[config.mk]
export PLATFORM = sky130hd
export DESIGN_NAME = clk_divider_prog
export DESIGN_NICKNAME = d
export VERILOG_FILES = /design/src/rtl/clk_divider_prog.sv
export SDC_FILE = /design/constraint.sdc
export NUM_CORES = 1
export LEC_CHECK = 0
export ABC_AREA = 1
export ABC_CLOCK_PERIOD_IN_PS = 2200
export BUFFER_PORTS_ARGS = -buffer_cell sky130_fd_sc_hd__buf_2
export CORE_ASPECT_RATIO = 1.25
export CORE_MARGIN = 5
export CORE_UTILIZATION = 56
export DETAILED_ROUTE_END_ITERATION = 12
export HOLD_SLACK_MARGIN = 0.15
export PLACE_DENSITY_LB_ADDON = 0.12
export SYNTH_ARGS = -nofsm -noshare
export SYNTH_HDL_FRONTEND = slang
export SYNTH_SLANG_ARGS = --single-unit
[constraint.sdc]
create_clock -name clk -period 2.2 [get_ports clk]
set_input_delay 0.22 -clock clk [delete_from_list [all_inputs] [get_ports clk]]
set_output_delay 0.22 -clock clk [all_outputs]
set_load 0.01 [all_outputs]
[src/rtl/clk_divider_prog.sv]
// clk_divider_prog: multi-channel programmable clock divider.
// Each channel divides clk by 2*half[i] with a 50% duty cycle and emits a
// one-cycle tick on every rising edge of its output. New half-period values
// enter via a single-entry pending slot. A value is applied only at the
// target channel's terminal count, so every output half-period is complete
// and no runt pulse is produced. If the target channel is idle, the value is
// applied at once.
module clk_divider_prog #(
  parameter  int CNT_W    = 26,
  parameter  int NUM_CH   = 2,
  parameter  int DEF_HALF = 50000000,
  localparam int CH_W     = (NUM_CH > 1) ? $clog2(NUM_CH) : 1
) (
  input  logic              clk,
  input  logic              rst_n,
  input  logic [NUM_CH-1:0] en,
  input  logic              load_valid,
  input  logic [CH_W-1:0]   load_ch,
  input  logic [CNT_W-1:0]  load_half,
  output logic              load_ready,
  output logic              load_err,
  output logic [NUM_CH-1:0] clkout,
  output logic [NUM_CH-1:0] tick
);

  // One extra bit so the channel-range test also works when NUM_CH is a
  // power of two (then no index can be out of range and the test is 0).
  localparam int                CHX_W      = CH_W + 1;
  localparam logic [CNT_W-1:0]  DEF_HALF_V = CNT_W'(DEF_HALF);
  localparam logic [CNT_W-1:0]  ONE        = CNT_W'(1);

  // A half-period of zero has no meaning; the shortest legal value is 1.
  function automatic logic [CNT_W-1:0] clamp_half(input logic [CNT_W-1:0] v);
    return (v == '0) ? ONE : v;
  endfunction

  logic [CNT_W-1:0]  cnt  [NUM_CH];
  logic [CNT_W-1:0]  half [NUM_CH];
  logic [NUM_CH-1:0] term;
  logic [NUM_CH-1:0] apply;

  logic              pend_vld;
  logic [CH_W-1:0]   pend_ch;
  logic [CNT_W-1:0]  pend_half;

  logic              accept;
  logic              ch_bad;

  assign load_ready = ~pend_vld;
  assign accept     = load_valid & load_ready;
  assign ch_bad     = ({1'b0, load_ch} >= CHX_W'(NUM_CH));

  // Terminal-count detection and pending-value application per channel.
  always_comb begin
    term  = '0;
    apply = '0;
    for (int i = 0; i < NUM_CH; i++) begin
      term[i]  = en[i] && (cnt[i] == (half[i] - ONE));
      apply[i] = pend_vld && (pend_ch == CH_W'(i)) && (term[i] || !en[i]);
    end
  end

  // Per-channel counter, square-wave output, rise strobe and active half-period.
  always_ff @(posedge clk or negedge rst_n) begin
    if (!rst_n) begin
      clkout <= '0;
      tick   <= '0;
      for (int i = 0; i < NUM_CH; i++) begin
        cnt[i]  <= '0;
        half[i] <= DEF_HALF_V;
      end
    end else begin
      for (int i = 0; i < NUM_CH; i++) begin
        // The new value takes effect for the half-period that starts now.
        if (apply[i]) begin
          half[i] <= pend_half;
        end
        if (!en[i]) begin
          cnt[i]    <= '0;
          clkout[i] <= 1'b0;
          tick[i]   <= 1'b0;
        end else if (term[i]) begin
          cnt[i]    <= '0;
          clkout[i] <= ~clkout[i];
          tick[i]   <= ~clkout[i];
        end else begin
          cnt[i]    <= cnt[i] + ONE;
          tick[i]   <= 1'b0;
        end
      end
    end
  end

  // Pending-slot occupancy and invalid-channel error strobe.
  always_ff @(posedge clk or negedge rst_n) begin
    if (!rst_n) begin
      pend_vld <= 1'b0;
      load_err <= 1'b0;
    end else begin
      load_err <= accept & ch_bad;
      if (accept && !ch_bad) begin
        pend_vld <= 1'b1;
      end else if (|apply) begin
        pend_vld <= 1'b0;
      end
    end
  end

  // Pending-slot payload; only meaningful while pend_vld is set.
  always_ff @(posedge clk) begin
    if (accept && !ch_bad) begin
      pend_ch   <= load_ch;
      pend_half <= clamp_half(load_half);
    end
  end

endmodule
Word-level counts from Yosys, hierarchy flattened --
Cells that the tools add are included.
Operators by class: add/subtract/negate cells 4, eq/ne operators 4, multiplexer cells 14, bitwise logic cells 5, reduce and logical (&&, ||, !) cells 13
Operator list (number):
- $mux W26 | 4
- $add A26 B1 Y26 const B | 2
- $eq A26 B26 Y1 | 2
- $sub A26 B1 Y26 const B | 2
- $logic_not A26 Y1 | 1
- $mux W1 | 10
- $logic_and A1 B1 Y1 | 6
- $ne A2 B1 Y1 const B | 2
- $not A1 Y1 | 4
- $logic_not A1 Y1 | 2
- $logic_or A1 B1 Y1 | 2
- $reduce_bool A2 Y1 | 1
- $reduce_or A2 Y1 | 1
- $and A1 B1 Y1 | 1
Word-level totals: register bits 136, input port bits 32, output and inout bits 6

Longest topological paths before layout --
Gate-level depths: netlist of the first run.
depth after elaboration 8, depth in mapped cells 18, gate-level depth less buffers 17

Worst setup path after synthesis of the first run --
No wires, ideal clock.
path type reg-to-reg, from register half[0] in the netlist's numbering, to register half[3] in the netlist's numbering, setup time 0.126 ns, data arrival time 1.947 ns, setup slack 0.127 ns, cell stages (with the launch flop) 17, path buffers 1, clock period less this slack 2.073 ns, cells stage by stage dfrtp_1 > inv_1 > ha_1 > nand2_1 > nor2_2 > nand2_1 > nand3_1 > nand2_1 > nor2_1 > nand2_1 > nor2_1 > nand3_1 > nand2_2 > nand2_4 > buf_2 > nand2_1 > o21ai_0
Between the ends: cells in the longest elaborated chain, start to end 5
RTL lines:
- start, declared | RTL line 38 | logic [CNT_W-1:0] half [NUM_CH];
- start signal, assigned by index | RTL line 76 | half[i] <= pend_half;
- $sub A26 B1 Y26 | RTL line 58 | term[i] = en[i] && (cnt[i] == (half[i] - ONE));
- $eq A26 B26 Y1 | RTL line 58
- $logic_and A1 B1 Y1 | RTL line 58
- $logic_or A1 B1 Y1 | RTL line 59 | apply[i] = pend_vld && (pend_ch == CH_W'(i)) && (term[i] || !en[i]);
- $logic_and A1 B1 Y1 | RTL line 59
No other way between the ends. A chain may end at the register's enable or synchronous reset.

Worst setup path in the final report of the first run --
from register half[30] in the netlist's numbering, to register half[29] in the netlist's numbering
The elaborated chain is that of the path after synthesis.

==> metrics.cfg, run 1 <==
[synth]
syn_area_mm2=0.00802
synth-simple-area-share=0.305
post_synth_num_cell_types=38
synth_xor_area_frac=0.0863
synth-compound-area-share=0.0660
ys_seq_area_frac=0.445
synth_top_family_by_area=simple AND/OR/NAND/NOR gates
syn_avg_cell_area_um2=7.82
synth.net_count=1062
syn_inst=1026
synth.mux.area_fraction=0
yosys-top-cells-area=dfrtp_1 27%, nand2_1 12%, edfxtp_1 10%, dfstp_2 7.9%, nor2_1 7.4%
yosysTopAreaCell=dfrtp_1
yosysWarnings=0
ys_ff_latch=136
yosys.area.top_type_share=0.265
synthAdderAreaFrac=0.00624

[grt]
grtUsageTotal=0.241
antenna_found_initial=0
grt_pass1_vias=6534
grt_first_pass_wirelength_mm=31.7
grt_max_degree=41
grt_overflow=0

[timing]
timing.slew.headroom=0.470
finalWorstSetupSlack_ps=-135
maxSlewViolCount=0
layout_worst_path_cycle_share=1.06
rsz0062_at_grt=true
hold_viol_final=0
max_freq_mhz=428
period_needed_ps=2330
tightestPinTransition_ps=793
final-setup-viol-count=92
hold_slack_ps=286
clock_skew_ps=9.09

[layout]
diodes=0
nets=1185
area_growth_pct=33.0
instances_no_fill=1340
layout_commonest_cell=nand2_1
final_cell_mix=215 x nand2_1, 126 x nor2_1, 116 x inv_1, 73 x dfrtp_1, 54 x buf_4
drive_gt1_frac=0.300
post-route-util=0.750

[worst_setup_path]
worstPathRequired_ps=2540
r2r_start=half[30]
ff2ff_setup_slack_ps=-130
cp-start-kind=register
worstPathMaxFanout=6
reg2reg_depth=14
worstSetupPathType=reg -> reg
end_kind=register
reg2reg_to=half[29]
crit_arrival_ps=2670

[detailed_routing]
wl_met3_um=872
wl_per_cell_um=15.1
wl_met2_mm=10.1
via_per_inst=5.17
dr.pass1.iters=8
drt_iter0_drc=398
highest-signal-layer=met4
num_vias=6934
totalWireLength_mm=20.3
wl_met1_mm=8.92
drc=0
ant_nets=0

[place]
gp_congestion=0.833
dpl.cell_count=1239
dpl_worst_slack_ps=-152
hpwl_mm=12.9
io_buffers=36

[clock_tree]
clock-root-buffer=clkbuf_16
clk_pin_slew_ps=60
cts_sinks=136
numCtsBuffers=17
insertion_delay_ps=430
cts_tree=done
htreeDepth=4
clockBufferDepth=2

[power_and_ir_drop]
leakagePower_nw=4.79
switching_share=0.384
ir_drop_v=0.000741
p_clk_frac=0.247
combPwrFrac=0.407
power_density_mw_per_mm2=1130
p_seq_frac=0.346
p_sw_mw=4.62
p_int_mw=7.42

[floorplan]
die_x_um=117
dieHeight_um=144
ios=38
die-area_mm2=0.0168
fp.coreArea_mm2=0.0142
initial_core_util=0.564
rows=49

[job]
drv_cap=0

[status]
run_status=finished, violations left
violations=negative setup slack

[min_path]
hp-class=in -> async

[repair_timing]
action / 4_1_cts / 5_1_grt
pin swaps: 3 / 21
endpoints found under the setup margin: 105 / 109
resized for setup: 19 / 169
gates cloned: 4 / 11
setup buffers: 9 / 15
hold buffers: 31 / 0
hold endpoints to repair: 91 / 0
[sequential cells by signal, summed over array words and instances (netlist names)]
| signal | cells |
|---|---|
| pend_half | 26 |
| tick | 2 |
| pend_ch | 1 |
| cnt | 52 |
| clkout | 2 |
| half | 52 |
| pend_vld | 1 |
[cells in the mapped netlist (all sizes together)]
| master | number |
|---|---|
| a21oi | 9 |
| nand3 | 57 |
| and2 | 1 |
| nor2b | 1 |
| inv | 123 |
| xor2 | 43 |
| dfrtp | 85 |
| nor3 | 13 |
| nand2 | 262 |
| ha | 4 |
| nand3b | 10 |
| buf | 18 |
| edfxtp | 27 |
| dfstp | 24 |
| or2 | 3 |
| o211ai | 2 |
| nand4 | 20 |
| o21bai | 7 |
| clkbuf | 28 |
| xnor2 | 36 |
| conb | 1 |
| nor4 | 7 |
| a31oi | 1 |
| o22ai | 2 |
| nor2 | 182 |
| o21ai | 60 |
[final cells by class]
cell class | instances | area [µm²]
clock buffers | 18 | 429
well taps | 178 | 223
repair buffers | 148 | 1440
fillers | 1040 | 3550
clock inverters | 14 | 183
flip-flops and latches | 136 | 3580
multi-input cells | 723 | 4340
inverters | 123 | 465
[power groups by stage]
stage / combinational (mW) / clock, mW / sequential, mW
global route: 5.47 / 3.13 / 4.27
CTS: 4.14 / 2.99 / 3.96
finish: 4.90 / 2.97 / 4.16
floorplan: 2.91 / 0 / 3.82
global placement: 3.71 / 0 / 4.00
detailed placement: 3.78 / 0 / 4.01
[kinds of logic (layout without fill, tap and decap cells)]
logic type      count (synthesis)  after routing
buf+inv                       169            303
simple gates                  556            558
compound gates                 81             81
fa+ha+maj                       4              4
flops                         136            136
other cells                     1              1
xor+xnor                       79             79
[metrics by stage]
| stage | total power, mW | cell area [µm²] | TNS, ps |
|---|---|---|---|
| after global routing | 12.9 | 10700 | -21830 |
| final | 12.0 | 10700 | -5680 |
| after detailed placement | 7.79 | 8600 | -8570 |
| after floorplan | 6.73 | 8020 | 0 |
| after global placement | 7.71 | 8600 | -4150 |
| after CTS | 11.1 | 9750 | -3180 |
[layer usage]
metal | vias to the layer above | global-route usage
met5 | - | 0
met3 | 35 | 0.0396
li1 | 3470 | -
met4 | 0 | 0.0851
met1 | 3274 | 0.329
met2 | 155 | 0.387
[worst max path at each step]
| stage | endpoint | slack, ps | from |
|---|---|---|---|
| after floorplan | half[3] | 130 | half[0] |
| after global placement | half[4] | -110 | half[1] |
| after detailed placement | half[2] | -150 | half[1] |
| after CTS | half[25] | -90 | half[2] |
| after global routing | half[28] | -280 | half[30] |
| final | half[29] | -130 | half[30] |
[critical path: stages (launching register included)]
cell and delay (ps):
dfrtp_1 460, nor2_1 220, nand2_2 140, nor2_4 180, nand3_2 90, inv_1 60
nand3_1 60, nand2_1 110, nand3_2 90, nor2_4 140, nand3_4 100, nand2_8 140
nand2_8 100, clkbuf_16 200, o21ai_2 160
Power figures use the tool's default switching activity.
==> run 2, diff against run 1 <==
Settings changed: PLACE_DENSITY_LB_ADDON 0.12 to 0.3.
==> metrics.cfg, run 2 (synthesis gave the netlist of run 1 again) <==
[timing]
layout_worst_path_cycle_share=1.07  ; was 1.06
max_freq_mhz=423  ; was 428 MHz
rsz0062_at_grt=true  ; unchanged
period_needed_ps=2360  ; was 2330 ps
finalWorstSetupSlack_ps=-162  ; was -135 ps
final-setup-viol-count=76  ; was 92
clock_skew_ps=7.09  ; was 9.09 ps
maxSlewViolCount=0  ; unchanged
hold_viol_final=0  ; unchanged

[layout]
diodes=0  ; unchanged
area_growth_pct=27.2  ; was 33.0%
instances_no_fill=1337  ; was 1340
fill_cells=1043  ; was 1040
post-route-util=0.718  ; was 0.750
final_cell_mix=224 x nand2_1, 133 x nor2_1, 114 x inv_1, 78 x dfrtp_1, 62 x buf_4  ; was 215 x nand2_1, 126 x nor2_1, 116 x inv_1, 73 x dfrtp_1, 54 x buf_4
nets=1182  ; was 1185
layout_commonest_cell=nand2_1  ; unchanged
top_regs=cnt: 52 flops, half: 52 flops, pend_half: 26 flops  ; unchanged
regArea_mm2=0.00358  ; about the same
multi_input_area_mm2=0.00408  ; was 0.00434 mm²
drive_gt1_frac=0.272  ; was 0.300

[grt]
grt_first_pass_wirelength_mm=31.9  ; was 31.7 mm
grt_pass1_vias=6798  ; was 6534
grt_max_degree=43  ; was 41
grtUsageTotal=0.242  ; was 0.241
grt_overflow=0  ; unchanged
antenna_found_initial=0  ; unchanged

[detailed_routing]
wl_per_cell_um=15.3  ; was 15.1 µm
via_per_inst=5.28  ; was 5.17
drc=0  ; unchanged
drt_iter0_drc=511  ; was 398
totalWireLength_mm=20.4  ; was 20.3 mm
highest-signal-layer=met4  ; unchanged
wl_met1_mm=8.53  ; was 8.92 mm
ant_nets=0  ; unchanged
dr.pass1.iters=6  ; was 8
num_vias=7066  ; was 6934
wl_met2_mm=10.4  ; was 10.1 mm
wl_met3_mm=1.08  ; was 872 µm

[place]
hpwl_mm=13.2  ; was 12.9 mm
gp_congestion=0.867  ; was 0.833
dpl.cell_count=1243  ; was 1239
io_buffers=36  ; unchanged

[clock_tree]
htreeDepth=4  ; unchanged
insertion_delay_ps=420  ; was 430 ps
numCtsBuffers=17  ; unchanged
clk_pin_slew_ps=60  ; about the same
clock-root-buffer=clkbuf_16  ; unchanged
clockBufferDepth=2  ; unchanged
cts_sinks=136  ; unchanged
cts_tree=done  ; unchanged

[floorplan]
fp.coreArea_mm2=0.0142  ; unchanged
ios=38  ; unchanged
die_x_um=117  ; unchanged
initial_core_util=0.564  ; unchanged
dieHeight_um=144  ; unchanged
die-area_mm2=0.0168  ; unchanged
rows=49  ; unchanged

[power_and_ir_drop]
power_density_mw_per_mm2=1150  ; was 1130 mW/mm²
p_seq_frac=0.352  ; was 0.346
combPwrFrac=0.407  ; about the same
leakagePower_nw=4.68  ; was 4.79 nW
p_int_mw=7.19  ; was 7.42 mW
p_clk_frac=0.240  ; was 0.247
p_sw_mw=4.53  ; was 4.62 mW
ir_drop_v=0.000843  ; was 0.000741 V
switching_share=0.386  ; was 0.384

[job]
drv_cap=0  ; unchanged

[worst_setup_path]
cp_top_family=simple AND/OR/NAND/NOR gates  ; unchanged
worstSetupPathType=reg -> reg  ; unchanged
critPathSlowestCell=dfrtp_1  ; unchanged
slowest_delay_ps=460  ; about the same
end_kind=register  ; unchanged
worstPathRequired_ps=2510  ; was 2540 ps
critical_path.cell_chain=nor2_2 -> nand2_2 -> nor2_4 -> buf_6 -> nand3_2 -> xnor2_1 -> nand3_1 -> nor2_2 -> nand3_2 -> nand2_4 -> nand2_8 -> clkbuf_16 -> nand2_4 -> o21ai_2  ; was nor2_1 -> nand2_2 -> nor2_4 -> nand3_2 -> inv_1 -> nand3_1 -> nand2_1 -> nand3_2 -> nor2_4 -> nand3_4 -> nand2_8 -> nand2_8 -> clkbuf_16 -> o21ai_2
crit_buf_inv=2  ; unchanged
cp-start-kind=register  ; unchanged
crit_arrival_ps=2670  ; about the same
worstPathMaxFanout=7  ; was 6

[min_path]
hp-class=in -> async  ; unchanged

[status]
run_status=finished, violations left  ; unchanged
violations=negative setup slack  ; unchanged

==> run 2: cell types whose count changed in the layout (fill, tap and decap cells not counted), sizes merged <==
cell / delta
buf: +3
clkinvlp: -1
bufbuf: -1
clkbuf: +1
nand2: -1
bufinv: -1
clkinv: -3
==> run 2: area by class of cell <==
type,count,area share
tap,178,0.0218
multi-input combinational,722,0.400
clock buffer,23,0.0439
timing repair buffer,146,0.126
inverter,123,0.0456
sequential,136,0.350
clock inverter,9,0.0123
==> run 2: path summary, 6_finish.rpt <==
kind                       startpoint  slack (ps)  cells after the start       end
setup / recovery             half[30]        -160                     14  half[36]
hold / removal                  rst_n         300                      2   cnt[43]
setup reg to reg             half[30]        -160                     14  half[36]
hold reg to reg              half[51]         500                      2  half[51]
max in group asynchronous       rst_n        1220                      3  half[33]
min in group clk             half[51]         500                      2  half[51]
==> run 2: worst reg2reg max path, stage by stage (launching register included) <==
cell	delay, ps
dfrtp_1	460
nor2_2	190
nand2_2	100
nor2_4	150
buf_6	140
nand3_2	90
xnor2_1	180
nand3_1	120
nor2_2	130
nand3_2	100
nand2_4	140
nand2_8	120
clkbuf_16	220
nand2_4	60
o21ai_2	50
==> run 2: power by group through the flow <==
stage / sequential, mW / clock (mW) / combinational [mW]
floorplan: 3.82 / 0 / 2.91
detailed placement: 4.03 / 0 / 3.80
finish: 4.13 / 2.82 / 4.77
global route: 4.22 / 2.97 / 5.26
CTS: 4.01 / 2.84 / 4.27
global placement: 4.01 / 0 / 3.72
==> run 2: through the flow <==
| stage | hold slack [ps] | total power, mW | setup slack (ps) | cell area [µm²] | setup TNS (ps) |
|---|---|---|---|---|---|
| 2_1_floorplan | -75.6 | 6.73 | 127 | 8020 | 0 |
| 3_3_place_gp | 206 | 7.73 | 2.63 | 8610 | 0 |
| 3_5_place_dp | 208 | 7.83 | -89.6 | 8610 | -3130 |
| 4_1_cts | 302 | 11.1 | 0.330 | 9730 | 0 |
| 5_1_grt | 362 | 12.5 | -312 | 10200 | -19300 |
| 6_report | 299 | 11.7 | -162 | 10200 | -5130 |
==> run 2: repair_timing <==
| action | CTS | global route |
|---|---|---|
| gates resized for setup | 33 | 89 |
| endpoints found under the setup margin | 92 | 108 |
| pin swaps | 10 | 14 |
| hold buffers | 31 | 0 |
| cloned | 2 | 3 |
| buffers inserted | 9 | 17 |
| endpoints found under the hold margin | 65 | 0 |
==> run 2: metal layers <==
layer  track usage  vias to the layer above
met4        0.0954                        0
li1              -                     3458
met2         0.402                      217
met1         0.307                     3351
met5             0                        -
met3        0.0522                       40
==> run 3, diff against run 2 <==
Settings changed: CORE_UTILIZATION 56 to 58, CTS_BUF_LIST set to sky130_fd_sc_hd__clkbuf_8.
==> metrics.cfg, run 3 (synthesis gave the netlist of run 1 again) <==
[grt]
grt_max_degree=46  ; was 43
antenna_found_initial=0  ; unchanged
grt_first_pass_wirelength_mm=31.8  ; was 31.9 mm
grt_overflow=0  ; unchanged
grtUsageTotal=0.244  ; was 0.242
grt_pass1_vias=6717  ; was 6798

[timing]
final-setup-viol-count=105  ; was 76
timing.slew.headroom=0.598
tns_ps=-11400  ; was -5130 ps
layout_worst_path_cycle_share=1.09  ; was 1.07
tightestPinTransition_ps=600
max_freq_mhz=417  ; was 423 MHz
maxSlewViolCount=0  ; unchanged
finalWorstSetupSlack_ps=-196  ; was -162 ps
period_needed_ps=2400  ; was 2360 ps
hold_viol_final=0  ; unchanged
rsz0062_at_grt=true  ; unchanged
clock_skew_ps=8.43  ; was 7.09 ps
hold_slack_ps=172  ; was 299 ps

[detailed_routing]
drc=0  ; unchanged
dr.pass1.iters=6  ; unchanged
drt_iter0_drc=495  ; was 511
totalWireLength_mm=20.5  ; was 20.4 mm
via_per_inst=5.19  ; was 5.28
num_vias=6982  ; was 7066
ant_nets=0  ; unchanged
wl_per_cell_um=15.2  ; was 15.3 µm

[worst_setup_path]
crit_arrival_ps=2780  ; was 2670 ps
crit_buf_inv=2  ; unchanged
critical_path.cell_chain=nor2_2 -> nand2_2 -> nor2_4 -> buf_6 -> nand3_1 -> xnor2_1 -> nand3_1 -> nor2_2 -> nand3_2 -> nand2_4 -> nand2_8 -> buf_16 -> o21ai_2  ; was nor2_2 -> nand2_2 -> nor2_4 -> buf_6 -> nand3_2 -> xnor2_1 -> nand3_1 -> nor2_2 -> nand3_2 -> nand2_4 -> nand2_8 -> clkbuf_16 -> nand2_4 -> o21ai_2
cp-start-kind=register  ; unchanged
worstSetupPathType=reg -> reg  ; unchanged
worstPathMaxFanout=9  ; was 7
cp_top_family=simple AND/OR/NAND/NOR gates  ; unchanged
critPathSlowestCell=dfrtp_1  ; unchanged
slowest_delay_ps=450  ; was 460 ps
end_kind=register  ; unchanged
worstPathRequired_ps=2580  ; was 2510 ps

[power_and_ir_drop]
ir_drop_v=0.000716  ; was 0.000843 V
leakagePower_nw=4.71  ; was 4.68 nW
p_total_mw=11.2  ; was 11.7 mW
power_density_mw_per_mm2=1100  ; was 1150 mW/mm²

[floorplan]
ios=38  ; unchanged
die-area_mm2=0.0163  ; was 0.0168 mm²
initial_core_util=0.586  ; was 0.564
die_x_um=115  ; was 117 µm
fp.coreArea_mm2=0.0137  ; was 0.0142 mm²
rows=48  ; was 49
dieHeight_um=141  ; was 144 µm

[clock_tree]
clk_pin_slew_ps=80  ; was 60 ps
numCtsBuffers=17  ; unchanged
cts_tree=done  ; unchanged
htreeDepth=4  ; unchanged
cts_sinks=136  ; unchanged
clockBufferDepth=2  ; unchanged
insertion_delay_ps=460  ; was 420 ps
clock-root-buffer=clkbuf_8  ; was clkbuf_16

[layout]
instances_no_fill=1344  ; was 1337
area_growth_pct=27.6  ; was 27.2%
diodes=0  ; unchanged
final_area_mm2=0.0102  ; about the same
post-route-util=0.747  ; was 0.718
layout_commonest_cell=nand2_1  ; unchanged
drive_gt1_frac=0.278  ; was 0.272
top_regs=cnt: 52 flops, half: 52 flops, pend_half: 26 flops  ; unchanged
final_cell_mix=229 x nand2_1, 133 x nor2_1, 116 x inv_1, 76 x dfrtp_1, 61 x buf_4  ; was 224 x nand2_1, 133 x nor2_1, 114 x inv_1, 78 x dfrtp_1, 62 x buf_4
nets=1192  ; was 1182

[job]
drv_cap=0  ; unchanged

[status]
violations=negative setup slack  ; unchanged
run_status=finished, violations left  ; unchanged

[place]
placed_area_mm2=0.00858  ; was 0.00861 mm²
gp_congestion=0.908  ; was 0.867
dpl_worst_slack_ps=-124  ; was -89.6 ps
io_buffers=36  ; unchanged
dpl.cell_count=1239  ; was 1243
hpwl_mm=13.0  ; was 13.2 mm

[min_path]
hp-class=in -> async  ; unchanged

-- run 3: cell count changes in the layout (fill, tap and decap cells not counted), sizes merged --
cell / change
inv: +2
clkinv: +4
bufinv: +1
clkinvlp: -1
nor2: -1
buf: +7
nand2: +1
clkbuf: -3
-- run 3: what timing repair did --
action / in CTS / in global routing
endpoints found under the setup margin: 88 / 109
gates resized for setup: 65 / 75
endpoints found under the hold margin: 123 / 0
hold buffers: 31 / 0
pin swaps: 10 / 17
setup buffers: 14 / 16
cloned: 3 / 9
-- run 3: path summary, 6_finish.rpt --
check | from | to | slack [ps] | depth (start not counted)
worst max-delay path | half[31] | half[33] | -200 | 13
worst min-delay path | rst_n | pend_vld | 170 | 2
worst max register to register | half[31] | half[33] | -200 | 13
worst min register to register | half[25] | half[25] | 480 | 2
max in group asynchronous | rst_n | half[33] | 1360 | 3
min in group clk | load_ch | pend_ch | 470 | 2
-- run 3: where the power goes --
group / internal [mW] / switching [mW] / leakage (nW)
sequential: 3.33 / 0.752 / 1.63
clock: 1.22 / 1.00 / 0.206
combinational: 2.21 / 2.74 / 2.88
total: 6.75 / 4.49 / 4.71
-- run 3: final cells by class --
type	count	area, µm²
Multi-Input combinational cell	722	4090
Sequential cell	136	3580
Fill cell	930	3460
Timing Repair Buffer	156	1470
Inverter	123	462
Clock buffer	17	234
Tap cell	175	219
Clock inverter	15	183
-- run 3: metal layers --
layer	routed length [µm]	up-vias	track usage
met2	10200	211	0.405
li1	-	3474	-
met1	8610	3251	0.311
met3	1180	46	0.0627
met5	0	-	0
met4	465	0	0.0791
